### config.mk
export PLATFORM = sky130hd
export DESIGN_NAME = reset_sequencer
export DESIGN_NICKNAME = d
export VERILOG_FILES = /design/src/rtl/reset_sequencer.sv
export SDC_FILE = /design/constraint.sdc
export NUM_CORES = 1
export LEC_CHECK = 0
export ABC_AREA = 1
export BUFFER_PORTS_ARGS = -buffer_cell sky130_fd_sc_hd__buf_2
export CORE_UTILIZATION = 40
export CTS_BUF_LIST = sky130_fd_sc_hd__clkbuf_4 sky130_fd_sc_hd__clkbuf_8
export DETAILED_ROUTE_END_ITERATION = 8
export GPL_TIMING_DRIVEN = 0
export PLACE_DENSITY_LB_ADDON = 0.3
export SLEW_MARGIN = 20
export SYNTH_ARGS = -nofsm -noshare
export SYNTH_HDL_FRONTEND = slang
export SYNTH_SLANG_ARGS = --single-unit
### constraint.sdc
create_clock -name clk -period 2.1 [get_ports clk]
set_input_delay 0.42 -clock clk [delete_from_list [all_inputs] [get_ports clk]]
set_output_delay 0.42 -clock clk [all_outputs]
set_load 0.02 [all_outputs]
### src/rtl/reset_sequencer.sv
// Reset generator for one clock domain. It asserts reset asynchronously and
// releases it only on a clock edge. After a minimum hold time it releases the
// staged domain resets one at a time, lowest index first.
// Ports:
//   clk      - domain clock
//   reset    - raw reset, asynchronous, active-high
//   sw_req   - synchronous software reset request (honoured in STRETCH_REL/RUN)
//   rst_sync - synchronized reset: asserts asynchronously, deasserts synchronously
//   rst_out  - staged domain resets, active-high; bit 0 releases first
//   ready    - high once every rst_out bit is released
//   phase    - 0 ASSERT, 1 SYNC, 2 STRETCH_REL, 3 RUN
module reset_sequencer #(
  parameter int SYNC_STAGES = 2,
  parameter int STRETCH     = 8,
  parameter int N_OUT       = 3,
  parameter int GAP         = 4
) (
  input  logic             clk,
  input  logic             reset,
  input  logic             sw_req,
  output logic             rst_sync,
  output logic [N_OUT-1:0] rst_out,
  output logic             ready,
  output logic [1:0]       phase
);

  // The counter runs from the synchronizer release (or a sw_req) up to the
  // last staged release, then saturates.
  localparam int MAX_CNT = STRETCH + (N_OUT - 1) * GAP;
  localparam int CW      = $clog2(MAX_CNT + 1);

  typedef enum logic [1:0] {
    ASSERT      = 2'd0,
    SYNC        = 2'd1,
    STRETCH_REL = 2'd2,
    RUN         = 2'd3
  } state_t;

  state_t                 state, state_nxt;
  logic [CW-1:0]          cnt, cnt_nxt, cnt_inc;
  logic [N_OUT-1:0]       out_q, out_nxt;
  logic [SYNC_STAGES-1:0] sync_q;

  // Deassertion synchronizer. Zeros shift in only while reset is low.
  always_ff @(posedge clk or posedge reset) begin
    if (reset) begin
      sync_q <= '1;
    end else begin
      sync_q <= {sync_q[SYNC_STAGES-2:0], 1'b0};
    end
  end

  assign rst_sync = sync_q[SYNC_STAGES-1];

  // Bit i remains held while the count is below STRETCH + i*GAP.
  // Releases therefore follow index order.
  function automatic logic [N_OUT-1:0] held_mask(input logic [CW-1:0] c);
    logic [N_OUT-1:0] m;
    m = '1;
    for (int i = 0; i < N_OUT; i++) begin
      m[i] = (32'(c) < 32'(STRETCH + i * GAP));
    end
    return m;
  endfunction

  assign cnt_inc = cnt + CW'(1);

  always_comb begin
    state_nxt = state;
    cnt_nxt   = cnt;
    out_nxt   = out_q;
    case (state)
      ASSERT: state_nxt = SYNC;
      SYNC: begin
        // rst_sync fell on the previous edge. Count that edge as zero so that
        // this edge is count 1.
        if (!rst_sync) begin
          cnt_nxt   = CW'(1);
          out_nxt   = held_mask(CW'(1));
          state_nxt = (MAX_CNT == 1) ? RUN : STRETCH_REL;
        end
      end
      STRETCH_REL, RUN: begin
        if (sw_req) begin
          cnt_nxt   = '0;
          out_nxt   = '1;
          state_nxt = STRETCH_REL;
        end else if (32'(cnt) < 32'(MAX_CNT)) begin
          cnt_nxt   = cnt_inc;
          out_nxt   = held_mask(cnt_inc);
          state_nxt = (32'(cnt_inc) == 32'(MAX_CNT)) ? RUN : STRETCH_REL;
        end
      end
      default: state_nxt = ASSERT;
    endcase
  end

  always_ff @(posedge clk or posedge reset) begin
    if (reset) begin
      state <= ASSERT;
      cnt   <= '0;
      out_q <= '1;
    end else begin
      state <= state_nxt;
      cnt   <= cnt_nxt;
      out_q <= out_nxt;
    end
  end

  assign rst_out = out_q;
  assign ready   = (state == RUN);
  assign phase   = state;

endmodule
==> results of run 1 <==
[kinds of logic after synthesis]
| group | Yosys count | synth area share |
|---|---|---|
| buffers and inverters | 15 | 0.0911 |
| and+or+nand+nor | 32 | 0.258 |
| DFF | 12 | 0.475 |
| other | 1 | 0.00581 |
| AOI/OAI and AO/OA | 10 | 0.132 |
| adders and majority gates | 2 | 0.0388 |
[cells in the final DEF (no fill, tap or decap), drive strengths merged]
| cell | netlist | layout |
|---|---|---|
| nand2 | 17 | 17 |
| a22o | 1 | 1 |
| nand4 | 2 | 2 |
| inv | 15 | 15 |
| dfstp | 5 | 5 |
| o22ai | 1 | 1 |
| nand3 | 3 | 3 |
| dfrtp | 7 | 7 |
| buf | 0 | 9 |
| nor2 | 10 | 10 |
| clkbuf | 0 | 4 |
| conb | 1 | 1 |
| a21oi | 1 | 1 |
| ha | 2 | 2 |
| o21ai | 7 | 7 |
[worst paths after layout]
path                                          end                start  slack, ps
max                                      rst_sync  sync_q[1]$_DFF_PP1_        670
min                            cnt[4]$_DFFE_PP0P_                reset        140
max reg2reg                  phase[0]$_DFFE_PP0P_   cnt[0]$_DFFE_PP0P_        750
min reg2reg                   sync_q[1]$_DFF_PP1_  sync_q[0]$_DFF_PP1_        360
max in group asynchronous  rst_out[0]$_DFFE_PP1P_                reset       1630
min in group clk              sync_q[1]$_DFF_PP1_  sync_q[0]$_DFF_PP1_        360
[sequential cells by signal, summed over array words and instances, names as in the netlist]
signal   cells
sync_q       2
rst_out      3
cnt          5
phase        2
[area by class of cell]
class,count,area (µm²)
multi-input combinational,45,280
timing repair buffer,9,45.0
inverter,15,58.8
sequential,12,307
fill,153,759
tap,16,20.0
clock buffer,4,36.3
[routing by layer]
metal	wire, µm	share of wire	up-vias
met1	538	0.49	220
met5	0	0	-
met3	33	0.030	2
met4	15	0.014	0
li1	-	-	250
met2	518	0.47	6
[metrics by stage]
step | hold slack, ps | instances | util | power [mW]
6_report | 135 | 101 | 0.496 | 0.461
3_3_place_gp | 345 | 97 | 0.472 | 0.283
5_1_grt | 174 | 101 | 0.496 | 0.486
4_1_cts | 146 | 101 | 0.496 | 0.472
3_5_place_dp | 347 | 97 | 0.472 | 0.284
2_1_floorplan | 281 | 72 | - | 0.274
[power groups by stage]
stage               Combinational (mW)  Sequential [mW]  Clock, mW
global placement                0.0309            0.252          0
finish                          0.0312            0.248      0.182
global route                    0.0364            0.249      0.201
CTS                             0.0319            0.248      0.192
detailed placement              0.0317            0.252          0
floorplan                       0.0218            0.252          0
==> results.json, run 1 <==
{
  "design_area_um2": 747,
  "endpoint_kind": "primary output",
  "ios": 10,
  "area_growth_pct": 15.7,
  "grt_pass1_vias": 460,
  "cp_data_required_time_ps": 1680,
  "reg2regPathDepth": 8,
  "root_buffer": "clkbuf_4",
  "period_needed_ps": 1430,
  "power_switching_mw": 0.105,
  "place_hpwl_um": 817,
  "ys_seq_area_frac": 0.475,
  "leakage_nw": 0.373,
  "grt_pass1_wl_um": 1930,
  "num_vias": 478,
  "synth_area_um2": 646,
  "clk_pin_slew_worst_paths_ps": 70,
  "dp_slack_ps": 798,
  "clockPowerShare": 0.394,
  "drive_gt1_frac": 0.447,
  "coreArea_um2": 1510,
  "clock_latency_ps": 270,
  "synth_fp_nets": 77,
  "htreeDepth": 1,
  "grt_use_met1": 0.191,
  "internal-power_mw": 0.356,
  "antenna_found_initial": 0,
  "viasPerCell": 4.73,
  "antenna_left": 0,
  "synth_edf_count": 0,
  "placed_area_um2": 711,
  "antenna_cells": 0,
  "power-per-cell-area_nw_per_um2": 618,
  "drv_cap": 0,
  "overflow": 0,
  "finalWeightedCongestion": 0.890,
  "grt_setup_unrepaired": "no",
  "path_max_fanout": 3,
  "skew_ps": 0.638,
  "arrival_ps": 1010,
  "layout_worst_path_cycle_share": 0.680,
  "clock_sinks": 12,
  "grt.busiest_layer": "met2",
  "slowest_stage": "dfstp_2",
  "synth_area_leaders": "dfrtp_1, dfstp_2, inv_1",
  "fin_nets": 91,
  "dr.pass1.iters": 4,
  "post-route-drc-count": 0,
  "setup_ws_ps": 671,
  "drt_first_iter_violations": 6,
  "die_width_um": 42.2,
  "netlist_top_cells_count": "inv_1, nand2_1, dfrtp_1, nor2_1",
  "grtUsageMet2": 0.215,
  "sequentialPowerShare": 0.538,
  "netlist.top_cell.by_area": "dfrtp_1",
  "clock_path_buffers": 2,
  "ys_types": 23,
  "crit_type": "reg -> out",
  "synth_ff_type": "dfrtp_1",
  "p_sw_frac": 0.227,
  "crit_chain": "buf_2",
  "cts_tree": "done",
  "fp.dieArea_um2": 1780,
  "startpoint_type": "register",
  "grt_start_max_net_pins": 13,
  "avgSynthCellArea_um2": 8.97,
  "status": "complete, no violations",
  "hold_viol": 0,
  "p_comb_frac": 0.068,
  "hold_class": "in -> async",
  "cts_setup_buffers": 0,
  "path_buf_inv": 1,
  "drt-total-wl_um": 1110,
  "ys_ff_latch": 12,
  "yosysWarnings": 0,
  "grt_usage": 0.153,
  "start_util": 0.429,
  "use_met3": 0.0388,
  "synthCells": 72,
  "portBuffers": 9,
  "synthDominantCellAreaShare": 0.271,
  "postCtsResizedCells": 0,
  "crit_family": "flip-flops",
  "fmax_mhz": 700,
  "vdd_drop_max_mv": 0.420,
  "die_y_um": 42.2,
  "setup_violations": 0,
  "cts_made_buffers": 3,
  "fp-row-count": 14,
  "slowest_delay_ps": 570,
  "slew_violations": 0,
  "finalSetupTns_ps": 0,
  "cp.depth": 1,
  "cts_hold_buf": 0,
  "synthArstFlopShare": 1.00,
  "wl_per_cell_um": 10.9
}
(Power assumes the default switching activity.)
==> run 2: changes to the inputs <==
Clock period 2.1 ns to 1.3 ns, I/O delays scaled along.
==> run 2 against run 1 <==
Effect of this change:
- cell count increased by 3.0%
- combinational power grew 120%
- global-route usage up 0.63 points
- sequential share of layout area down 2.3 points
- critical path depth did not move
- flip-flop and latch count unchanged
- via count rose by 2.7%
- die area unchanged
- power increased by 66%
==> results.json, run 2 (synthesis gave the netlist of run 1 again) <==
{
  "status": "complete, no violations",
  "vdd_drop_max_mv": 0.682,
  "grt_usage": 0.159,
  "dr.pass1.iters": 4,
  "start_util": 0.429,
  "area_growth_pct": 23.1,
  "power-per-cell-area_nw_per_um2": 963,
  "max_flop_register": "cnt",
  "largest_reg_flops": 5,
  "fin_nets": 94,
  "cts_tree": "done",
  "num_vias": 491,
  "antenna_left": 0,
  "slowest_stage": "dfstp_2",
  "crit_family": "flip-flops",
  "drive_gt1_frac": 0.489,
  "layout_common_cells": "inv_1, nand2_1, buf_2",
  "grt_setup_unrepaired": "no",
  "cp_data_required_time_ps": 1040,
  "ios": 10,
  "startpoint_type": "register",
  "slowest_delay_ps": 570,
  "die_width_um": 42.2,
  "grt_pass1_wl_um": 2010,
  "drt-total-wl_um": 1160,
  "crit_chain": "buf_4",
  "hold_class": "in -> reg",
  "clock_sinks": 12,
  "endpoint_kind": "primary output",
  "skew_ps": 1.22,
  "antenna_cells": 0,
  "clk_pin_slew_worst_paths_ps": 70,
  "utilization": 0.527,
  "arrival_ps": 990,
  "fp.dieArea_um2": 1780,
  "clock_latency_ps": 270,
  "overflow": 0,
  "leakage_nw": 0.388,
  "finalSetupTns_ps": 0,
  "path_max_fanout": 3,
  "period_needed_ps": 1250,
  "instances_no_fill": 104,
  "place_hpwl_um": 817,
  "path_buf_inv": 1,
  "finalWeightedCongestion": 0.890,
  "grt_start_max_net_pins": 13,
  "crit_type": "reg -> out",
  "fmax_mhz": 801,
  "post-route-drc-count": 0,
  "hold_viol": 0,
  "grt_pass1_vias": 474,
  "drt_first_iter_violations": 12,
  "clock_path_buffers": 2,
  "cts_made_buffers": 3,
  "antenna_found_initial": 0,
  "coreArea_um2": 1510,
  "fp-row-count": 14,
  "drv_cap": 0,
  "setup_violations": 0,
  "wl_per_cell_um": 11.1,
  "viasPerCell": 4.72,
  "dp_cells": 97,
  "htreeDepth": 1,
  "die_y_um": 42.2,
  "layout_worst_path_cycle_share": 0.961,
  "portBuffers": 9,
  "root_buffer": "clkbuf_4",
  "slew_violations": 0
}
==> run 2: cell type report <==
type | instances | area, µm²
fill | 150 | 712
sequential | 12 | 308
multi-input combinational | 45 | 295
timing repair buffer | 12 | 76.3
inverter | 15 | 58.8
clock buffer | 4 | 36.3
tap | 16 | 20.0
==> run 2: tightest hold or removal path, stage by stage <==
cell	delay (ps)
buf_2	120
nor2_1	50
nor2_1	70
o21ai_0	80
==> run 2: per-layer routing <==
metal / up-vias / share of wire / routed length [µm] / GRT usage
met3: 2 / 0.029 / 33 / 0.0388
li1: 256 / - / - / -
met4: 0 / 0.013 / 15 / 0.131
met1: 227 / 0.48 / 555 / 0.205
met2: 6 / 0.48 / 550 / 0.222
met5: - / 0 / 0 / 0
==> run 2: report_power, final <==
group / switching, mW / total [mW] / internal, mW
Clock: 0.125 / 0.296 / 0.170
Sequential: 0.0135 / 0.401 / 0.388
Combinational: 0.0384 / 0.0687 / 0.0303
Total: 0.177 / 0.765 / 0.588
==> run 2: repair_timing <==
item	CTS	global route
setup buffers	2	0
pin swaps	0	1
resized for setup	2	4
endpoints found under the setup margin	3	2
hold buffers	1	0
hold endpoints to repair	7	0
==> run 2: final timing paths <==
path / start / to / slack, ps / cells past startpoint
min in group asynchronous: reset / cnt[3]$_DFFE_PP0P_ / 520 / 3
setup / recovery: sync_q[1]$_DFF_PP1_ / rst_sync / 50 / 1
setup reg to reg: cnt[0]$_DFFE_PP0P_ / phase[0]$_DFFE_PP0P_ / 80 / 8
max in group asynchronous: reset / sync_q[1]$_DFF_PP1_ / 440 / 3
hold / removal: sw_req / cnt[0]$_DFFE_PP0P_ / 340 / 4
hold reg to reg: sync_q[0]$_DFF_PP1_ / sync_q[1]$_DFF_PP1_ / 360 / 0
==> run 2: through the flow <==
stage | power (mW) | instance area (µm²) | hold slack (ps) | setup WS, ps
final | 0.765 | 795 | 344 | 50.8
after floorplan | 0.442 | 646 | 121 | 115
after CTS | 0.775 | 776 | 333 | 15.9
after global placement | 0.456 | 711 | 285 | 20.5
after global routing | 0.806 | 795 | 365 | 2.40
after detailed placement | 0.459 | 711 | 292 | -2.49
